==> src/rtl/sms_dot_bus_arbiter.sv <==
// Round-robin owner arbiter for a shared wired-OR card net: startup hold-off,
// guard dead-time between owners and an optional per-owner hold timeout.
module sms_dot_bus_arbiter #(
    parameter int N_REQ       = 4,
    parameter int GUARD_CYC   = 2,
    parameter int MAX_HOLD    = 16,
    parameter int STARTUP_CYC = 8
) (
    input  logic                     clk,
    input  logic                     rst_n,
    input  logic [N_REQ-1:0]         req,
    input  logic [N_REQ-1:0]         rel,
    input  logic                     err_clr,
    output logic [N_REQ-1:0]         gnt,
    output logic [$clog2(N_REQ)-1:0] gnt_id,
    output logic                     drv_en,
    output logic                     bus_busy,
    output logic                     timeout_err
);

    localparam int ID_W    = $clog2(N_REQ);
    localparam int CNT_MAX = (STARTUP_CYC > GUARD_CYC) ? STARTUP_CYC : GUARD_CYC;
    localparam int CNT_W   = (CNT_MAX < 2) ? 1 : $clog2(CNT_MAX + 1);
    localparam int HOLD_W  = (MAX_HOLD < 2) ? 1 : $clog2(MAX_HOLD + 1);

    typedef enum logic [1:0] {
        ST_STARTUP,
        ST_IDLE,
        ST_GRANT,
        ST_GUARD
    } state_t;

    state_t            state, state_nx;
    logic [CNT_W-1:0]  cnt, cnt_nx;
    logic [HOLD_W-1:0] hold_cnt, hold_nx;
    logic [ID_W-1:0]   rr_ptr, rr_nx;
    logic [N_REQ-1:0]  gnt_nx;
    logic [ID_W-1:0]   gnt_id_nx;
    logic              drv_nx;
    logic              busy_nx;
    logic              err_nx;
    logic              timeout_set;
    logic              win_found;
    logic [ID_W-1:0]   win_id;
    logic              own_rel;
    logic              own_req;
    logic              hold_hit;

    // Search starts just after the last owner, so that owner ranks lowest.
    // An X/Z request bit makes the if-condition false and is never picked.
    function automatic logic [ID_W:0] rr_pick(input logic [N_REQ-1:0] r,
                                              input logic [ID_W-1:0]  ptr);
        logic [ID_W:0] res;
        int            idx;
        res = '0;
        for (int k = 1; k <= N_REQ; k++) begin
            idx = (int'(ptr) + k) % N_REQ;
            if (!res[ID_W] && r[idx]) begin
                res = {1'b1, ID_W'(idx)};
            end
        end
        return res;
    endfunction

    assign own_rel  = rel[gnt_id];
    assign own_req  = req[gnt_id];
    assign hold_hit = (MAX_HOLD != 0) && (hold_cnt == HOLD_W'(MAX_HOLD));

    always_comb begin
        state_nx    = state;
        cnt_nx      = cnt;
        hold_nx     = hold_cnt;
        rr_nx       = rr_ptr;
        gnt_nx      = gnt;
        gnt_id_nx   = gnt_id;
        drv_nx      = drv_en;
        busy_nx     = bus_busy;
        timeout_set = 1'b0;
        {win_found, win_id} = rr_pick(req, rr_ptr);

        case (state)
            ST_STARTUP: begin
                if (cnt == '0) begin
                    state_nx = ST_IDLE;
                end else begin
                    cnt_nx = cnt - 1'b1;
                end
            end
            ST_IDLE: begin
                if (win_found) begin
                    state_nx  = ST_GRANT;
                    gnt_nx    = N_REQ'(1) << win_id;
                    gnt_id_nx = win_id;
                    drv_nx    = 1'b1;
                    busy_nx   = 1'b1;
                    rr_nx     = win_id;
                    hold_nx   = HOLD_W'(1);
                end
            end
            ST_GRANT: begin
                if (own_rel || !own_req || hold_hit) begin
                    // A release that coincides with the limit is a clean release.
                    timeout_set = hold_hit && !own_rel && own_req;
                    gnt_nx      = '0;
                    drv_nx      = 1'b0;
                    if (GUARD_CYC > 0) begin
                        state_nx = ST_GUARD;
                        cnt_nx   = CNT_W'(GUARD_CYC);
                    end else begin
                        state_nx  = ST_IDLE;
                        busy_nx   = 1'b0;
                        gnt_id_nx = '0;
                    end
                end else if (MAX_HOLD != 0) begin
                    hold_nx = hold_cnt + 1'b1;
                end
            end
            ST_GUARD: begin
                if (cnt <= CNT_W'(1)) begin
                    state_nx  = ST_IDLE;
                    busy_nx   = 1'b0;
                    gnt_id_nx = '0;
                end else begin
                    cnt_nx = cnt - 1'b1;
                end
            end
            default: begin
                state_nx = ST_STARTUP;
            end
        endcase

        if (timeout_set) begin
            err_nx = 1'b1;
        end else if (err_clr) begin
            err_nx = 1'b0;
        end else begin
            err_nx = timeout_err;
        end
    end

    always_ff @(posedge clk) begin
        if (!rst_n) begin
            state       <= ST_STARTUP;
            cnt         <= CNT_W'(STARTUP_CYC);
            hold_cnt    <= '0;
            rr_ptr      <= ID_W'(N_REQ - 1);
            gnt         <= '0;
            gnt_id      <= '0;
            drv_en      <= 1'b0;
            bus_busy    <= 1'b0;
            timeout_err <= 1'b0;
        end else begin
            state       <= state_nx;
            cnt         <= cnt_nx;
            hold_cnt    <= hold_nx;
            rr_ptr      <= rr_nx;
            gnt         <= gnt_nx;
            gnt_id      <= gnt_id_nx;
            drv_en      <= drv_nx;
            bus_busy    <= busy_nx;
            timeout_err <= err_nx;
        end
    end

endmodule
==> config.mk <==
export PLATFORM = sky130hd
export DESIGN_NAME = sms_dot_bus_arbiter
export DESIGN_NICKNAME = d
export VERILOG_FILES = /design/src/rtl/sms_dot_bus_arbiter.sv
export SDC_FILE = /design/constraint.sdc
export NUM_CORES = 1
export LEC_CHECK = 0
export CORE_MARGIN = 2
export CORE_UTILIZATION = 50
export CTS_CLUSTER_DIAMETER = 30
export CTS_CLUSTER_SIZE = 30
export DETAILED_ROUTE_END_ITERATION = 10
export HOLD_SLACK_MARGIN = 0.08
export PLACE_DENSITY = 0.75
export SLEW_MARGIN = 30
export SYNTH_ARGS = -nofsm -noshare
export SYNTH_HDL_FRONTEND = slang
export SYNTH_SLANG_ARGS = --single-unit
==> constraint.sdc <==
create_clock -name clk -period 5 [get_ports clk]
set_input_delay 1 -clock clk [delete_from_list [all_inputs] [get_ports clk]]
set_output_delay 1 -clock clk [all_outputs]
set_load 0.01 [all_outputs]
### After elaboration in Yosys (flattened, before gate mapping)

Cells that the tools add are included.

| operators by class | value |
|---|---|
| equality and inequality tests | 11 |
| shifts and indexed selects | 1 |
| $add $sub $neg | 6 |
| bitwise operators | 4 |
| muxes and demuxes | 47 |
| $lt $le $gt $ge | 6 |
| reductions and logical operators | 28 |

Operator list:

| operator | number |
|---|---|
| $mux W4 | 5 |
| $mux W1 | 17 |
| $lt A3 B4 Y1 const B | 4 |
| $ne A2 B2 Y1 const B | 7 |
| $bmux W1 S2 | 6 |
| $mux W2 | 6 |
| $mux W3 | 4 |
| $pmux W4 S3 | 1 |
| $mux W5 | 2 |
| $pmux W5 S2 | 1 |
| $reduce_and A3 Y1 | 3 |
| $pmux W2 S4 | 1 |
| $pmux W4 S2 | 1 |
| $reduce_and A4 Y1 | 2 |
| $reduce_or A2 Y1 | 4 |
| $reduce_bool A2 Y1 | 3 |
| $add A5 B1 Y5 const B | 1 |
| $eq A5 B5 Y1 const B | 1 |
| $logic_and A1 B1 Y1 | 5 |
| $logic_not A1 Y1 | 5 |
| $add A2 B1 Y2 const B | 2 |
| $add A2 B2 Y2 const B | 2 |
| $and A1 B1 Y1 const A | 4 |
| $eq A2 B2 Y1 const B | 2 |
| 12 further kinds | 14 |

| word-level totals | value |
|---|---|
| bits in registers | 22 |
| output and inout bits | 9 |
| input port bits | 11 |

### Depth between registers and ports, before layout

| logic depth | value |
|---|---|
| depth in word-level cells | 19 |
| mapped depth | 7 |
| depth with buffers taken out | 7 |

### Least setup slack after synthesis

OpenSTA, ideal clock, no wires.

| path | value |
|---|---|
| kind | input-to-reg |
| from | input port req[3] |
| to | register gnt[0] |
| library setup time | 128 ps |
| required time | 4,872 ps |
| cell stages on the path | 5 |
| arrival | 2,129 ps |
| setup slack | 2,743 ps |
| cells stage by stage | nor2b_1 > mux4_2 > a211o_1 > a32oi_1 > nor2_1 |

| between the ends | value |
|---|---|
| word-level cells in the longest chain between the ends | 16 |
| elaborated cells between the ends (all ways) | 33 |
| those cells by class | eq/ne: 2; shift: 1; mux: 20; reduce/logical: 10 |

Ends and longest elaborated chain:

| what | RTL line | text |
|---|---|---|
| start: declaration | 11 | `input logic [N_REQ-1:0] req,` |
| $bmux W1 S2 | 58 | `if (!res[ID_W] && r[idx]) begin` |
| $mux W1 (implied by the code) (2 in a row) | 58 |  |
| $mux W3 | 58 |  |
| $logic_not A1 Y1 | 58 |  |
| $logic_and A1 B1 Y1 | 58 |  |
| $mux W3 | 58 |  |
| $logic_not A1 Y1 | 58 |  |
| $logic_and A1 B1 Y1 | 58 |  |
| $mux W3 | 58 |  |
| $logic_not A1 Y1 | 58 |  |
| $logic_and A1 B1 Y1 | 58 |  |
| $mux W3 | 58 |  |
| $shl A1 B2 Y4 | 92 | `gnt_nx = N_REQ'(1) << win_id;` |
| $mux W4 | 90 | `if (win_found) begin` |
| $pmux W4 S2 | 81 | `case (state)` |
| end signal: assignment | 157 | `gnt <= gnt_nx;` |
| end: declaration | 14 | `output logic [N_REQ-1:0] gnt,` |

Parallel ways exist; a longest one is shown, timed or not. The select of a mux whose other input is x is not followed.
A chain may end at the register's enable or synchronous reset.

### Final worst setup path

| path | value |
|---|---|
| from | input port req[3] |
| to | register state[0] |

| between the ends | value |
|---|---|
| word-level cells in the longest chain between the ends | 15 |
| elaborated cells between the ends (all ways) | 30 |
| those cells by class | eq/ne: 2; mux: 18; reduce/logical: 10 |

Ends and longest elaborated chain:

| what | RTL line | text |
|---|---|---|
| $bmux W1 S2 | 58 |  |
| $mux W1 (implied by the code) (2 in a row) | 58 |  |
| $mux W3 | 58 |  |
| $logic_not A1 Y1 | 58 |  |
| $logic_and A1 B1 Y1 | 58 |  |
| $mux W3 | 58 |  |
| $logic_not A1 Y1 | 58 |  |
| $logic_and A1 B1 Y1 | 58 |  |
| $mux W3 | 58 |  |
| $logic_not A1 Y1 | 58 |  |
| $logic_and A1 B1 Y1 | 58 |  |
| $mux W3 | 58 |  |
| $ne A2 B2 Y1 (no line) | - |  |
| $reduce_and A4 Y1 (no line) (*) | - |  |
| end signal: assignment | 153 | `state <= state_nx;` |
| end: declaration | 33 | `state_t state, state_nx;` |

Mark *: on every way between the ends. The rest lies on a longest branch, timed or not. The select of a mux whose other input is x is not followed.

==> out/results.txt <==
Starting Density: 0.529
Crit path depth: 6
Mux contribution to synthesized area: 0.0502
Post-CTS Setup Repair Bufs: 0
Crit share post-route: 0.535
Tmin final: 2.67 ns
Clock skew: 0.00192 ns
Vias per inst: 6.00
Ratio of cells with drive above 1 in the final layout: 0.0751
Die X: 55.4 um
All-layer global routing usage: 0.208
Worst slew pin tran: 0.813 ns
Slew Viols, Final: 0
Setup tns final: 0 ns
GRT overflow: 0
Synth Area in XOR/XNOR: 0
Num Clock Sinks: 22
Gpl congestion: 0.847
Routed wire per std cell: 14.9 um
F_max: 374 MHz
CP cell instances: clkdlybuf4s50_1 -> nor2b_1 -> mux4_2 -> a21oi_2 -> a21oi_1 -> a311oi_1
Die H: 55.4 um
Mapped Area: 0.00132 mm2
Via count: 1217
Root Driver: clkbuf_4
MaxCap Viol Count: 0
Post-DRT Antenna Nets: 0
Register Area: 440 um2
Status: completed
Crit-path slowest cell: mux4_2
Pin count of the biggest net entering global routing: 17
Final #Nets: 195
Area delta synth->final: 20.6%
FF-to-FF path depth: 7
#FFs+latches synth: 22
First-pass GRT wire length: 5.22 mm
Synth Area in Simple Gates: 0.242
Syn Inst Count: 152
Worst vdd ir: 0.329 mV
Die area: 0.00307 mm2
CTS Buf Count: 3
Commonest non-fill, non-tap cell in the layout: dfxtp_1
Unique masters post-synth: 41
Port bufs: 19
Clock buffer depth: 2
Antenna violations before repair: 0
CTS clock-pin slew for the worst setup and hold paths: 0.13 ns
Reg2reg setup slack: 2.74 ns
RSZ-0062 raised after global routing: no
Critical path origin: req[3]
Fill cells: 226
Initial DRC Count: 28
Main combinational cell family by area after synthesis: compound AO/OA/AOI/OAI gates
Final-report hold violation count: 0
WP data required: 5.22 ns
Slew HR: 0.451
# rows: 18
Worst EP arrival: 2.89 ns
Fin area: 0.00159 mm2
Synth Area per Inst: 8.69 um2
Drc violations: 0
Worst Setup EP: state[0]$_SDFFE_PN0P_
Yosys synthesis warning count: 0
Io pins: 20
H-tree levels: 1
Core ar.: 0.00250 mm2
Post-CTS Resized: 0
Bufs and invs on worst path: 1
Clk_lat worst skew: 0.31 ns
Largest stage delay, worst path: 0.54 ns
Pwr per Cell Area: 499 mW/mm2
Startpoint Class: primary input
Vias in the first global route: 1206
RR Endpoint: cnt[2]$_SDFFE_PN0P_
Hold buffers post-CTS: 0
Final setup fails: 0
Post-Synth Adder-Cell Area: 0.0947
P_leak: 0.602 nW
Multi-input logic area: 836 um2
Register area share after synthesis: 0.333
HPWL Detailed: 2.32 mm
Most frequent cells in the layout: dfxtp_1, nor2_1, clkdlybuf4s50_1
Hold depth: 2
Reg2reg start: cnt[0]$_SDFFE_PN0P_
CTS tree: done
Syn_nets: 173
Antenna cell count: 0
Drt pass-1 iters: 4
Crit. End Element: flip-flop
Post-synthesis compound-gate area fraction: 0.245
Critical path type: in2reg
DP Area: 0.00154 mm2
CP top delay family: compound AO/OA/AOI/OAI gates
DRT Wirelength: 3.02 mm
Hold Path Class: reg2reg
Critical path fanouts, max: 7
-- worst min-delay path by stage --
stage / from / end / slack, ns
2_1_floorplan: rr_ptr[0]$_SDFFE_PN1P_ / rr_ptr[0]$_SDFFE_PN1P_ / 0.47
3_3_place_gp: timeout_err$_SDFFE_PN0P_ / timeout_err$_SDFFE_PN0P_ / 0.46
3_5_place_dp: timeout_err$_SDFFE_PN0P_ / timeout_err$_SDFFE_PN0P_ / 0.47
4_1_cts: timeout_err$_SDFFE_PN0P_ / timeout_err$_SDFFE_PN0P_ / 0.49
5_1_grt: timeout_err$_SDFFE_PN0P_ / timeout_err$_SDFFE_PN0P_ / 0.51
6_report: timeout_err$_SDFFE_PN0P_ / timeout_err$_SDFFE_PN0P_ / 0.48
-- flip-flops by register name, indices dropped and copies added, names as in the netlist --
register     flops
drv_en           1
state            2
timeout_err      1
gnt_id           2
hold_cnt         5
bus_busy         1
cnt              4
gnt              4
rr_ptr           2
-- power by group --
group	internal, mW	switching (mW)	leakage (nW)
logic	0.175	0.220	0.394
clock network	0.0810	0.0585	0.0279
registers	0.220	0.0415	0.180
-- Yosys cell counts --
master    count  share of area
a311oi_1      3          0.020
dfxtp_1      22           0.33
or2_2         1         0.0047
a32oi_1       4          0.027
mux2_2        1         0.0085
o21a_1        1         0.0057
o211ai_1      2          0.011
inv_1        10          0.028
mux2i_1       1         0.0076
a211o_1       1         0.0066
nor4_1        2         0.0095
nand2b_1      9          0.043
or2b_1        2          0.011
o311ai_0      1         0.0066
nor3_1        1         0.0038
mux4_2        2          0.034
a22oi_1       3          0.017
nand2_1       6          0.017
nor2_1       19          0.054
nor3b_1       2          0.011
and2_2        1         0.0057
o21ai_4       1          0.012
a21oi_1      10          0.038
nand4_1       1         0.0047
a21oi_2       2          0.013
nor4bb_1      2          0.015
a31o_1        1         0.0066
o22ai_1       1         0.0047
a31o_2        1         0.0066
a221oi_1      2          0.013
and3_1        1         0.0047
nand3_1       5          0.019
o311a_1       1         0.0076
o21ai_0       3          0.011
clkbuf_1      2         0.0057
a211oi_1      1         0.0057
and2b_1       1         0.0057
o21ai_1       1         0.0038
ha_1         10          0.095
nor2b_1       7          0.033
a21o_1        5          0.028
-- through the flow --
step	cells	total power [mW]	hold WS (ns)	setup WS, ns	util
finish	203	0.796	0.484	2.33	0.638
global route	203	0.863	0.509	2.24	0.638
CTS	203	0.795	0.489	2.33	0.638
detailed placement	199	0.657	0.471	2.01	0.617
global placement	199	0.638	0.455	2.07	0.617
floorplan	152	0.543	0.470	2.74	-
-- cell families after synthesis --
family	after synthesis
and+or+nand+nor	60
AOI/OAI and AO/OA	44
DFF	22
buffers and inverters	12
adders and majority gates	10
muxes	4
-- worst min-delay path, delay by kind of cell (launching register included) --
kind | cells | cell delay, ns
AND/OR/NAND/NOR | 1 | 0.06
flip-flops | 1 | 0.33
AO/OA/AOI/OAI | 1 | 0.05
-- final cells by class --
cell class                      count  share of cell area
Clock buffer                        3              0.0141
Clock inverter                      1              0.0188
Inverter                           10              0.0235
Multi-Input combinational cell    118               0.524
Sequential cell                    22               0.276
Tap cell                           30              0.0235
Timing Repair Buffer               19               0.119
-- layer usage --
metal	part of all wire	up-vias	wire length, um	GRT usage
li1	-	600	-	-
met1	0.48	577	1450	0.271
met2	0.46	32	1400	0.338
met3	0.041	8	125	0.0351
met4	0.016	0	48	0.0871
met5	0	-	0	0
(Power assumes the default switching activity.)
